$ cat config.mk
export PLATFORM = sky130hd
export DESIGN_NAME = rotary_param_ctrl
export DESIGN_NICKNAME = d
export VERILOG_FILES = /design/src/rtl/rotary_param_ctrl.sv
export SDC_FILE = /design/constraint.sdc
export NUM_CORES = 1
export LEC_CHECK = 0
export BUFFER_PORTS_ARGS = -buffer_cell sky130_fd_sc_hd__buf_2
export CAP_MARGIN = 20
export CORE_ASPECT_RATIO = 0.75
export CORE_UTILIZATION = 45
export CTS_CLUSTER_DIAMETER = 50
export CTS_CLUSTER_SIZE = 30
export DETAILED_ROUTE_END_ITERATION = 10
export GPL_TIMING_DRIVEN = 0
export PLACE_DENSITY = 0.63
export SETUP_SLACK_MARGIN = 0.02
export SYNTH_ARGS = -nofsm -noshare
export SYNTH_HDL_FRONTEND = slang
export SYNTH_SLANG_ARGS = --single-unit
$ cat constraint.sdc
create_clock -name CLK -period 3.05 [get_ports CLK]
set_input_delay 0.915 -clock CLK [delete_from_list [all_inputs] [get_ports CLK]]
set_output_delay 0.915 -clock CLK [all_outputs]
set_load 0.01 [all_outputs]
$ cat src/rtl/rotary_param_ctrl.sv
// Rotary encoder / push-button front end editing a small bank of parameters.
// NAV steps the slot index, EDIT steps the selected value, long press zeroes the selected slot.
module rotary_param_ctrl #(
   parameter int p_SEL_WIDTH         = 2,
   parameter int p_WIDTH             = 4,
   parameter int p_WRAP              = 0,
   parameter int p_LONG_CNT_WIDTH    = 20,
   parameter int p_TIMEOUT_CNT_WIDTH = 24
) (
   input  logic                                  CLK,
   input  logic                                  RST_N,
   input  logic                                  i_step,
   input  logic                                  i_step_cw,
   input  logic                                  i_btn,
   output logic [p_SEL_WIDTH-1:0]                ov_sel,
   output logic                                  o_edit,
   output logic [p_WIDTH-1:0]                    ov_value,
   output logic [(2**p_SEL_WIDTH)*p_WIDTH-1:0]   ov_params,
   output logic                                  o_update
);

   localparam int N_SLOTS = 2**p_SEL_WIDTH;

   localparam logic [p_SEL_WIDTH-1:0]         SEL_ONE  = 1;
   localparam logic [p_WIDTH-1:0]             VAL_ONE  = 1;
   localparam logic [p_WIDTH-1:0]             VAL_MAX  = '1;
   localparam logic [p_WIDTH-1:0]             VAL_ZERO = '0;
   localparam logic [p_LONG_CNT_WIDTH-1:0]    LONG_ONE = 1;
   localparam logic [p_LONG_CNT_WIDTH-1:0]    LONG_MAX = '1;
   localparam logic [p_TIMEOUT_CNT_WIDTH-1:0] IDLE_ONE = 1;
   localparam logic [p_TIMEOUT_CNT_WIDTH-1:0] IDLE_MAX = '1;

   typedef enum logic {
      S_NAV  = 1'b0,
      S_EDIT = 1'b1
   } state_t;

   state_t                         state_q, state_d;
   logic [p_SEL_WIDTH-1:0]         sel_q, sel_d;
   logic [p_WIDTH-1:0]             slot_q [N_SLOTS];
   logic [p_WIDTH-1:0]             slot_d [N_SLOTS];
   logic                           btn_hist_q, btn_hist_d;
   logic [p_LONG_CNT_WIDTH-1:0]    press_cnt_q, press_cnt_d;
   logic [p_TIMEOUT_CNT_WIDTH-1:0] idle_q, idle_d;
   logic                           update_q, update_d;

   logic                           btn_rise, btn_fall, btn_held;
   logic                           long_ev, short_ev;
   logic [p_WIDTH-1:0]             cur_val, new_val;

   // One encoder detent applied to a value, saturating or modulo depending on p_WRAP.
   function automatic logic [p_WIDTH-1:0] step_value(input logic [p_WIDTH-1:0] v,
                                                     input logic               up);
      logic [p_WIDTH-1:0] r;
      if (up) begin
         r = ((p_WRAP == 0) && (v == VAL_MAX)) ? v : v + VAL_ONE;
      end else begin
         r = ((p_WRAP == 0) && (v == VAL_ZERO)) ? v : v - VAL_ONE;
      end
      return r;
   endfunction

   always_comb begin
      btn_rise    = i_btn & ~btn_hist_q;
      btn_fall    = ~i_btn & btn_hist_q;
      btn_held    = i_btn & btn_hist_q;
      btn_hist_d  = i_btn;

      press_cnt_d = press_cnt_q;
      if (btn_rise) begin
         press_cnt_d = '0;
      end else if (btn_held && (press_cnt_q != LONG_MAX)) begin
         press_cnt_d = press_cnt_q + LONG_ONE;
      end

      // Long press fires only on the cycle the counter first saturates.
      long_ev  = btn_held && (press_cnt_q != LONG_MAX) && (press_cnt_d == LONG_MAX);
      short_ev = btn_fall && (press_cnt_q != LONG_MAX);

      state_d = state_q;
      sel_d   = sel_q;
      idle_d  = idle_q;
      slot_d  = slot_q;
      cur_val = slot_q[sel_q];
      new_val = cur_val;

      case (state_q)
         S_NAV: begin
            idle_d = '0;
            if (i_step) begin
               sel_d = i_step_cw ? sel_q + SEL_ONE : sel_q - SEL_ONE;
            end
            if (short_ev) begin
               state_d = S_EDIT;
            end
         end
         S_EDIT: begin
            if (i_step) begin
               new_val = step_value(cur_val, i_step_cw);
            end
            if (i_step || i_btn) begin
               idle_d = '0;
            end else if (idle_q == IDLE_MAX) begin
               idle_d  = '0;
               state_d = S_NAV;
            end else begin
               idle_d = idle_q + IDLE_ONE;
            end
            if (short_ev) begin
               state_d = S_NAV;
            end
         end
         default: begin
            state_d = S_NAV;
            idle_d  = '0;
         end
      endcase

      // Long press overrides any concurrent edit of the selected slot.
      if (long_ev) begin
         new_val = VAL_ZERO;
      end

      slot_d[sel_q] = new_val;
      update_d      = (new_val != cur_val);
   end

   always_ff @(posedge CLK or negedge RST_N) begin
      if (!RST_N) begin
         state_q     <= S_NAV;
         sel_q       <= '0;
         btn_hist_q  <= 1'b0;
         press_cnt_q <= '0;
         idle_q      <= '0;
         update_q    <= 1'b0;
         for (int k = 0; k < N_SLOTS; k++) begin
            slot_q[k] <= '0;
         end
      end else begin
         state_q     <= state_d;
         sel_q       <= sel_d;
         btn_hist_q  <= btn_hist_d;
         press_cnt_q <= press_cnt_d;
         idle_q      <= idle_d;
         update_q    <= update_d;
         for (int k = 0; k < N_SLOTS; k++) begin
            slot_q[k] <= slot_d[k];
         end
      end
   end

   always_comb begin
      ov_params = '0;
      for (int k = 0; k < N_SLOTS; k++) begin
         ov_params[k*p_WIDTH +: p_WIDTH] = slot_q[k];
      end
   end

   assign ov_sel   = sel_q;
   assign o_edit   = (state_q == S_EDIT);
   assign ov_value = slot_q[sel_q];
   assign o_update = update_q;

endmodule

== After elaboration in Yosys (flattened, before gate mapping) ==
Index checks and enable logic that the tools add are counted.
Operators by class
  magnitude comparators: 2
  reduce and logical (&&, ||, !) cells: 7
  equality and inequality tests: 5
  bitwise gates (word level): 7
  add/subtract/negate cells: 6
  multiplexer cells: 23
Operators with widths (number)
  24-bit two-way mux: 2
  24-bit case mux with 2 select lines: 1
  20-bit two-way mux: 2
  4-bit two-way mux: 9
  24-bit by 1-bit adder with 24-bit output, second input constant: 1
  24-bit equality test, second input constant: 1
  20-bit by 1-bit adder with 20-bit output, second input constant: 1
  20-bit equality test, second input constant: 1
  20-bit inequality test, second input constant: 1
  16-bit bitwise mux: 1
  4-bit binary-select mux with 2-bit select: 1
  4-bit demux with 2-bit select: 1
  4-bit by 1-bit adder with 4-bit output, second input constant: 1
  4-bit equality test, second input constant: 1
  1-bit logical AND: 4
  4-bit logical NOT: 1
  1-bit two-way mux: 4
  4-bit inequality test: 1
  4-bit by 1-bit subtractor with 4-bit output, second input constant: 1
  1-bit bitwise AND: 3
  3-bit >= comparator, second input constant: 1
  3-bit by 1-bit < comparator with 1-bit output, second input constant: 1
  1-bit inverter: 3
  2-bit inverter with 3-bit output: 1
  other kinds (6): 6
Storage, ports and cells
  logic and storage cells: 60
  output and inout bits: 24
  input port bits: 5
  register bits after elaboration: 65

== Longest topological paths before layout ==
  word-level depth: 11
  depth in mapped cells: 10

== Least setup slack after synthesis ==
No wires, ideal clock.
  path kind: in2reg
  start: input port i_btn
  end: register update_q (netlist: o_update)
  setup slack: 55 ps
  data arrival time: 2916 ps
  stages: 8
  setup time: 79 ps
  path through: nand2_2 or3_4 a211oi_2 xnor2_1 or4_4 nor4_4 buf_6 mux2i_1
On the way
  longest elaborated chain between the ends: 8
  elaborated cells between the ends (all ways): 9
  those cells by class: eq/ne: 2; mux: 3; bitwise: 2; reduce/logical: 2
Ends and longest elaborated chain
  start, declared: RTL line 14  | input logic i_btn,
  1-bit bitwise AND: RTL line 66  | btn_held = i_btn & btn_hist_q;
  1-bit logical AND: RTL line 72, 77
  20-bit two-way mux: RTL line 72  | end else if (btn_held && (press_cnt_q != LONG_MAX)) begin
  20-bit two-way mux: RTL line 70  | if (btn_rise) begin
  20-bit equality test: RTL line 77  | long_ev = btn_held && (press_cnt_q != LONG_MAX) && (press_cnt_d == LONG_MAX);
  1-bit logical AND (*): RTL line 77
  4-bit two-way mux (*): RTL line 120  | if (long_ev) begin
  4-bit inequality test (*): RTL line 125  | update_d = (new_val != cur_val);
  net update_d: RTL line 45  | logic update_q, update_d;
  end signal, assigned: RTL line 145  | update_q <= update_d;
  end, declared: RTL line 45
Mark *: on every way through the listed nets, which the timed path passes. The rest lies on a longest branch.
A chain may end at the register's enable or synchronous reset.

== Final worst setup path ==
Ends and elaborated chain as after synthesis.

==> out/metrics.csv <==
stage,metric,value,unit
clocking,clock_tree.buffer_depth,2,
die,rows,27,
die,die_area,8330,um^2
synthesis,synth-async-reset-ratio,1.00,
placed_design,detailed_place.area,3850,um^2
critical_path,critPathKind,in2reg,
hold_path,min-delay-path-class,reg2reg,
cells_and_area,layout.filler_cells,705,
pwr,power.leakage,0.00171,uW
critical_path,critPathMaxFanout,10,
critical_path,critPathRequiredTime,3320,ps
timing,finalSetupViolCount,0,
critical_path,rr_worst_depth,10,
critical_path,regToRegSetupSlack,160,ps
global_routing,grt_max_degree,66,
routing,routed-via-count,3037,
critical_path,r2r_start,press_cnt_q[0],
placed_design,pre_cts_ws,-698,ps
pwr,share_comb_of_total_power,0.387,
timing,rsz0062_at_grt,yes,
critical_path,crit_path_arrival_time,3170,ps
timing,share_of_the_clock_period_used_by_the_worst_path,0.953,
die,chipWidth,105,um
pwr,share_clk_of_total_power,0.244,
routing,dr.first_iter.drc_count,185,
timing,timing.final.ws_setup,142,ps
synthesis,synth_sequential_area_ratio,0.454,
critical_path,crit_path_start,i_btn,
global_routing,initial_antenna_violation_count,0,
cells_and_area,post_route_cells_drive_above_1_share,0.178,
die,initial_core_util,0.476,
routing,wl_per_cell,15.8,um
timing,timing.clock.skew,7.06,ps
timing,timing.setup.tns,0,ps
run,cap_viol_max_count,0,
synthesis,synth-edff-count,0,
die,i_o_pins,29,
run_status,status,finished clean,
clocking,hold_fix_buffer_count_after_cts,0,
global_routing,overflow,0,
clocking,cts.sinks,65,
hold_path,hold_end,idle_q[0],
synthesis,synth_seq_cells,65,
die,die_height,79.3,um
timing,hold_viol,0,
synthesis,synth.cell_area,3590,um^2
global_routing,number_of_global_route_vias_before_repair,2769,
timing,worst_slew_margin_relative_to_its_limit,0.433,
pwr,powerDensity,724,nW/um^2
pwr,netSwitchingPower,1180,uW
clocking,clk-insertion-delay-late,340,ps
timing,worstMarginPinSlew,851,ps
cells_and_area,antennaDiodeCount,0,
critical_path,worst_r2r_endpoint,o_update,
routing,finalWirelength,8550,um
timing,timing.final.max_slew_violations,0,
hold_path,min-delay-start,idle_q[0],
placed_design,io_buffer_count,28,
routing,remaining_drc_errors,0,
cells_and_area,instances_no_fill,540,
clocking,clk_transition_reported_paths,80,ps
clocking,tritoncts,yes,
timing,fmaxAchievable,344,MHz
hold_path,min_path_cells,1,
placed_design,place_congestion,0.843,
cells_and_area,num-nets-final,443,
synthesis,mappedNetlistNets,396,
synthesis,yosys.cell_types.count,54,
synthesis,syn-instance-count,387,
synthesis,synth.avg_cell_area,9.27,um^2
routing,ant_nets,0,
synthesis,ys_warn_count,0,
global_routing,grt_usage,0.214,
critical_path,timing.critical_path.from_type,input port,
routing,via_per_inst,5.62,
pwr,irDropWorstVdd,0.000390,V
routing,drt-pass1-iter-count,4,
clocking,cts-root-buf,clkbuf_8,
cells_and_area,areaGrowthSynthToFinish,15.6,%
die,core_region_area,7530,um^2
critical_path,critPathCaptureType,register,
clocking,htree_levels,3,
cells_and_area,final_area,4140,um^2
pwr,seq_power_share,0.369,
placed_design,place.detailed.hpwl,5830,um
cells_and_area,postLayoutCoreUtil,0.550,
pwr,netSwitchingFraction,0.394,
clocking,cts-buffers-inserted,9,
global_routing,grt_first_pass_wirelength,13900,um
timing,finalWorstPathRequiredPeriod,2910,ps
placed_design,placed_cells,516,
synthesis,ys.flop_type,dfrtp_1,
pwr,internal_power,1820,uW
## power by group through the flow
stage | registers [uW] | logic [uW] | clock network, uW
floorplan | 1140 | 742 | 0
global placement | 1120 | 1110 | 0
detailed placement | 1120 | 1140 | 0
CTS | 1110 | 1140 | 754
global route | 1130 | 1290 | 786
finish | 1110 | 1160 | 733
## sequential cells by signal (all words and copies together), names as in the netlist
signal and count:
ov_sel 2, btn_hist_q 1, press_cnt_q 20, idle_q 24, ov_params 16, o_edit 1, o_update 1
## logic make-up (layout without fill, tap and decap cells)
logic type                 after synthesis  in the layout  share of synthesized area
buffers and inverters                   32             84                     0.0363
xor gates and xnor gates                31             31                     0.0757
AOI/OAI and AO/OA                       74             74                      0.141
muxes                                    7              7                     0.0335
and+or+nand+nor                        174            174                      0.246
DFF                                     65             65                      0.454
adders and majority gates                4              4                     0.0140
## area by class of cell
cell class,instances,area (um^2),area share
Multi-Input combinational cell,290,1860,0.448
Buffer,18,80.1,0.0193
Tap cell,101,126,0.0305
Clock buffer,9,124,0.0299
Inverter,14,52.6,0.0127
Sequential cell,65,1630,0.394
Timing Repair Buffer,36,203,0.0489
Clock inverter,7,71.3,0.0172
## cell usage after synthesis, types with 3 or more instances
cell       n  area (um^2)
o41ai_1    4         35.0
xor2_1    13          114
ha_1       4         50.1
clkbuf_1  13         48.8
a31oi_1    6         37.5
and2_1     4         25.0
dfrtp_1   65         1630
xnor2_1   18          158
nand4_1   10         62.6
mux2i_1    3         30.0
and4_1     3         26.3
or4_1      3         22.5
nand2b_1   5         31.3
nand2_1   43          161
nand3_1   20          100
inv_1     14         52.6
nor4_1     4         25.0
o221ai_1   3         26.3
nor2b_1    3         18.8
a21oi_1   14         70.1
and3_1     8         50.1
mux4_2     4         90.1
nor2_1    47          176
o21ai_0   15         75.1
nor3_1    10         50.1
o31ai_1   16          120
## per-layer routing
layer  routed length, um  global-route usage  up-vias
met1                4430               0.312     1474
li1                    -                   -     1491
met4                  79              0.0577        0
met5                   0                   0        -
met2                3710               0.317       63
met3                 326              0.0525        9
## worst max-delay path, cell delays in order
cell and delay (ps):
buf_2 130, clkbuf_2 260, nand3_1 130, nor2_1 170, o21ai_0 110, a2111oi_1 460
nand4bb_1 240, nor4_4 390, buf_6 190, mux2i_1 180
## per-stage QoR
stage	power [uW]	hold slack, ps
floorplan	1880	455
global placement	2230	482
detailed placement	2260	480
CTS	3000	494
global route	3200	515
finish	3000	493
## worst max path at each step
stage	endpoint	slack, ps	depth (start not counted)
floorplan	o_update	50	8
global placement	o_update	-670	10
detailed placement	o_update	-700	10
CTS	o_update	30	10
global route	o_update	-2	9
finish	o_update	140	10
## what timing repair did
action / 4_1_cts / 5_1_grt
gates cloned: 0 / 1
pin swaps: 2 / 6
setup endpoints to repair: 17 / 18
gates resized for setup: 1 / 13
setup buffers: 3 / 4
## placed cells by master (no fill, tap or decap), types with 12 or more instances in the layout
| cell type | Yosys | routed |
|---|---|---|
| a21oi_1 | 14 | 12 |
| buf_2 | 2 | 29 |
| dfrtp_1 | 65 | 61 |
| inv_1 | 14 | 14 |
| nand2_1 | 43 | 43 |
| nand3_1 | 20 | 20 |
| nor2_1 | 47 | 47 |
| o21ai_0 | 15 | 15 |
| o31ai_1 | 16 | 16 |
| xnor2_1 | 18 | 18 |
| xor2_1 | 13 | 13 |
No activity file was read; power rests on OpenSTA's default activity.
